$ cat src/rtl/mod_counter.sv
// mod_counter: parametrised modulo-N up/down counter with load, range check and cascade carry.
//
// Ports:
//   clk       in   1      rising-edge clock
//   rst_n     in   1      synchronous active-low reset (count <= RESET_VAL, load_err <= 0)
//   enable    in   1      one count step per cycle while high
//   up_dn     in   1      1 = count up, 0 = count down
//   load      in   1      synchronous parallel load, beats enable
//   load_val  in   WIDTH  value to load; >= MODULUS saturates to MODULUS-1 and flags load_err
//   count     out  WIDTH  registered count, always in 0..MODULUS-1
//   carry     out  1      combinational wrap flag (carry up / borrow down) for the next stage's enable
//   load_err  out  1      registered one-cycle pulse after an out-of-range load
//
// Optional feature, macro ALARM_MATCH_EN, adds:
//   alarm_val in   WIDTH  alarm compare value
//   alarm_set in   1      captures alarm_val into the alarm register (reset value 0)
//   alarm_hit out  1      registered pulse the cycle after an enable step lands on the alarm value
module mod_counter #(
    parameter int MODULUS   = 60,
    parameter int WIDTH     = 6,
    parameter int RESET_VAL = 0
) (
    input  logic             clk,
    input  logic             rst_n,
    input  logic             enable,
    input  logic             up_dn,
    input  logic             load,
    input  logic [WIDTH-1:0] load_val,
`ifdef ALARM_MATCH_EN
    input  logic [WIDTH-1:0] alarm_val,
    input  logic             alarm_set,
    output logic             alarm_hit,
`endif
    output logic [WIDTH-1:0] count,
    output logic             carry,
    output logic             load_err
);
    localparam logic [WIDTH-1:0] MAX_VAL = WIDTH'(MODULUS - 1);
    localparam logic [WIDTH-1:0] RST_VAL = WIDTH'(RESET_VAL);
    // One extra bit so MODULUS == 2^WIDTH is representable in the range check.
    localparam logic [WIDTH:0]   MOD_EXT = (WIDTH+1)'(MODULUS);

    logic             at_max;
    logic             at_zero;
    logic             load_ok;
    logic [WIDTH-1:0] step_up;
    logic [WIDTH-1:0] step_dn;
    logic [WIDTH-1:0] count_nxt;

    // Wrap is by explicit compare so a non-power-of-2 modulus is exact.
    always_comb begin
        at_max    = count == MAX_VAL;
        at_zero   = count == '0;
        step_up   = at_max ? '0 : count + 1'b1;
        step_dn   = at_zero ? MAX_VAL : count - 1'b1;
        load_ok   = {1'b0, load_val} < MOD_EXT;
        count_nxt = load   ? (load_ok ? load_val : MAX_VAL) :
                    enable ? (up_dn ? step_up : step_dn) : count;
    end

    // Combinational so the next stage steps on the same edge this one wraps.
    assign carry = enable & ~load & (up_dn ? at_max : at_zero);

    always_ff @(posedge clk) begin
        if (!rst_n) begin
            count    <= RST_VAL;
            load_err <= 1'b0;
        end else begin
            count    <= count_nxt;
            load_err <= load & ~load_ok;
        end
    end

`ifdef ALARM_MATCH_EN
    logic [WIDTH-1:0] alarm_reg;
    logic             stepped;

    // stepped marks that the last edge was an enable step, so loads, reset
    // and holds never produce a match; an out-of-range alarm can never equal count.
    always_ff @(posedge clk) begin
        if (!rst_n) begin
            alarm_reg <= '0;
            stepped   <= 1'b0;
            alarm_hit <= 1'b0;
        end else begin
            if (alarm_set) alarm_reg <= alarm_val;
            stepped   <= enable & ~load;
            alarm_hit <= stepped & (count == alarm_reg);
        end
    end
`endif
endmodule

$ cat config.mk
export PLATFORM = sky130hd
export DESIGN_NAME = mod_counter
export DESIGN_NICKNAME = d
export VERILOG_FILES = /design/src/rtl/mod_counter.sv
export SDC_FILE = /design/constraint.sdc
export NUM_CORES = 1
export LEC_CHECK = 0
export CORE_MARGIN = 2
export CORE_UTILIZATION = 45
export DETAILED_ROUTE_END_ITERATION = 7
export GPL_TIMING_DRIVEN = 0
export PLACE_DENSITY = 0.74
export SYNTH_ARGS = -nofsm -noshare
export SYNTH_HDL_FRONTEND = slang
export SYNTH_SLANG_ARGS = --single-unit
$ cat constraint.sdc
create_clock -name clk -period 3.4 [get_ports clk]
set_clock_uncertainty 0.15 [all_clocks]
set_input_delay 0.34 -clock clk [delete_from_list [all_inputs] [get_ports clk]]
set_output_delay 0.34 -clock clk [all_outputs]
set_load 0.05 [all_outputs]
==> impl_metrics.py <==
metrics = {
    "placed_design": {
        "place_area_um2": 846,
        "place_ws_ns": 0.666,
        "gp_congestion": 0.776,
        "hpwlAfterDp_um": 1210,
        "placed_cells": 120,
        "portBuffers": 18,
    },
    "timing": {
        "post-route-period-util": 0.812,
        "rsz0062_at_grt": "no",
        "period_needed_ns": 2.76,
        "slew_viol_final": 0,
        "setup_ws_ns": 0.639,
        "whs_ns": 0.594,
        "tns_ns": 0,
        "worst_pin_slew_ns": 0.498,
        "relSlewSlack": 0.667,
        "hold_viol": 0,
        "finalSetupViolCount": 0,
        "maxClockFrequency_ghz": 0.362,
    },
    "logic_synthesis": {
        "syn-instance-count": 87,
        "mappedNetlistNets": 101,
        "synth_simple_gate_area_frac": 0.352,
        "ys_seq_area_frac": 0.217,
        "synthTopCellsByCount": "10 x nand2_1, 7 x dfxtp_1, 7 x o21ai_0",
        "synthXorXnorAreaFrac": 0.0542,
        "netlist.area_leader.share": 0.217,
        "yosys_warnings": 0,
        "syn_avg_cell_area_um2": 7.44,
        "postSynth.asyncResetShare": 0,
        "synth-compound-area-share": 0.226,
        "synth_flop_cell": "dfxtp_1",
        "synthMuxAreaShare": 0.0329,
        "syn_area_um2": 647,
        "synth.area.top_cells": "dfxtp_1 22%, ha_1 5.8%, nand2_1 5.8%",
        "synth.most_common_cell": "nand2_1",
        "yosysUniqueCellTypes": 35,
        "synth_top_family_by_area": "simple AND/OR/NAND/NOR gates",
        "synth_top_cell_by_area": "dfxtp_1",
        "synth_fa_ha_area_frac": 0.0580,
        "synth_edf_count": 0,
        "ys_seq_elements": 7,
    },
    "global_route": {
        "grt_usage": 0.194,
        "grt_pass1_vias": 672,
        "grt_start_max_net_pins": 11,
        "grt_pass1_wl_um": 2720,
        "grt-ovfl-total": 0,
        "antenna_found_initial": 0,
    },
    "floorplan": {
        "coreArea_um2": 1320,
        "rows": 13,
        "pin_count": 19,
        "die_w_um": 41.9,
        "die_h_um": 41.9,
        "initial_core_util": 0.491,
        "die-area_um2": 1760,
    },
    "final_layout": {
        "fin_area_um2": 872,
        "final_cells": 124,
        "num-fill-cells": 123,
        "drive_above_1_share": 0.0826,
        "diodes": 0,
        "syn_to_final_growth_pct": 34.8,
        "final_util": 0.662,
        "nets": 124,
    },
    "detailed_routing": {
        "vias": 740,
        "drc": 0,
        "wl_per_cell_um": 13.1,
        "post_drt_via_cell_ratio": 5.97,
        "first_pass_iters": 4,
        "ant_nets": 0,
        "wirelength_um": 1630,
        "drt_iter0_drc": 20,
    },
    "power_and_ir_drop": {
        "comb_power_share": 0.410,
        "p_sw_mw": 0.110,
        "intPower_mw": 0.186,
        "p_clk_frac": 0.264,
        "seqPwrFrac": 0.326,
        "vdd_drop_max_mv": 0.200,
        "power_mw": 0.296,
        "power.density_nw_per_um2": 340,
        "p_leak_nw": 0.346,
        "swShare": 0.372,
    },
    "flow_run": {
        "maxCapViolations": 0,
    },
    "setup_path": {
        "critPathSlowestCell": "clkdlybuf4s50_1",
        "slowest_delay_ns": 0.79,
        "required_ns": 2.91,
        "cp-end-kind": "primary output",
        "path_cells": "clkdlybuf4s50_1 > buf_2 > nand4b_1 > o21ai_1 > and2_1 > clkdlybuf4s50_1",
        "crit_fanout": 10,
        "critical_path_arrival_ns": 2.27,
        "critPathLaunchType": "input port",
        "cpMostUsedCell": "clkdlybuf4s50_1",
        "path_class": "in2out",
    },
    "cts": {
        "clkTransAtPathRegs_ns": 0.06,
        "h-tree-depth": 1,
        "insertion_delay_ns": 0.26,
        "cts_sinks": 7,
        "post-cts-setup-buffers": 0,
        "clockBufferDepth": 2,
        "postCtsResizedCells": 0,
        "cts_tree": "done",
        "cts-root-buf": "clkbuf_4",
        "cts_made_buffers": 3,
        "cts_hold_buf": 0,
    },
    "worst_hold_path": {
        "hold_path_class": "reg2reg",
    },
    "run_status": {
        "status": "completed",
    },
}
layout make-up:
type                       count  area, um2  area share
clock buffer                   4       26.3      0.0301
buffer                         5       23.8      0.0273
sequential                     7        140       0.161
tap                           15       18.8      0.0215
inverter                       4       15.0      0.0172
timing repair buffer          18        180       0.207
multi-input combinational     71        468       0.537
path summary, 6_finish.rpt:
path / startpoint / end / slack (ns) / depth (start not counted)
min: count[0] / count[0] / 0.59 / 3
max reg2reg: count[0] / count[5] / 1.62 / 5
min reg2reg: count[0] / count[0] / 0.59 / 3
max: up_dn / carry / 0.64 / 6
power groups by stage:
stage,Combinational [mW],Sequential [mW],Clock (mW)
CTS,0.121,0.0964,0.0790
global placement,0.119,0.0979,0
finish,0.121,0.0966,0.0783
global route,0.132,0.0973,0.0829
floorplan,0.0615,0.117,0
detailed placement,0.120,0.0982,0
flip-flops by register name (all words and copies together) (netlist names):
name and flops:
count 6, load_err 1
layout by cell type, fill, tap and decap left out, types with 4 or more instances in the layout:
| master | n |
|---|---|
| nand2b_1 | 6 |
| clkdlybuf4s50_1 | 18 |
| nand2_1 | 10 |
| o21ai_0 | 7 |
| buf_2 | 4 |
| inv_1 | 4 |
| nand3_1 | 5 |
| nor2_1 | 4 |
| dfxtp_1 | 7 |
cells by family after synthesis:
logic type,after synthesis
compound gates,22
xor+xnor,4
fa+ha+maj,3
buf+inv,9
flops,7
mux,2
simple gates,40
critical path: cells and delay by family:
kind	cells	cell delay (ns)
buf+inv	3	1.49
simple gates	2	0.33
compound gates	1	0.11
metal layers:
metal  routed length, um  GRT usage  vias to the layer above
li1                    -          -                      362
met1                 753      0.232                      339
met2                 754      0.344                       35
met3                 104     0.0391                        4
met4                  16     0.0581                        0
met5                   0          0                        -
Power figures use the tool's default switching activity.
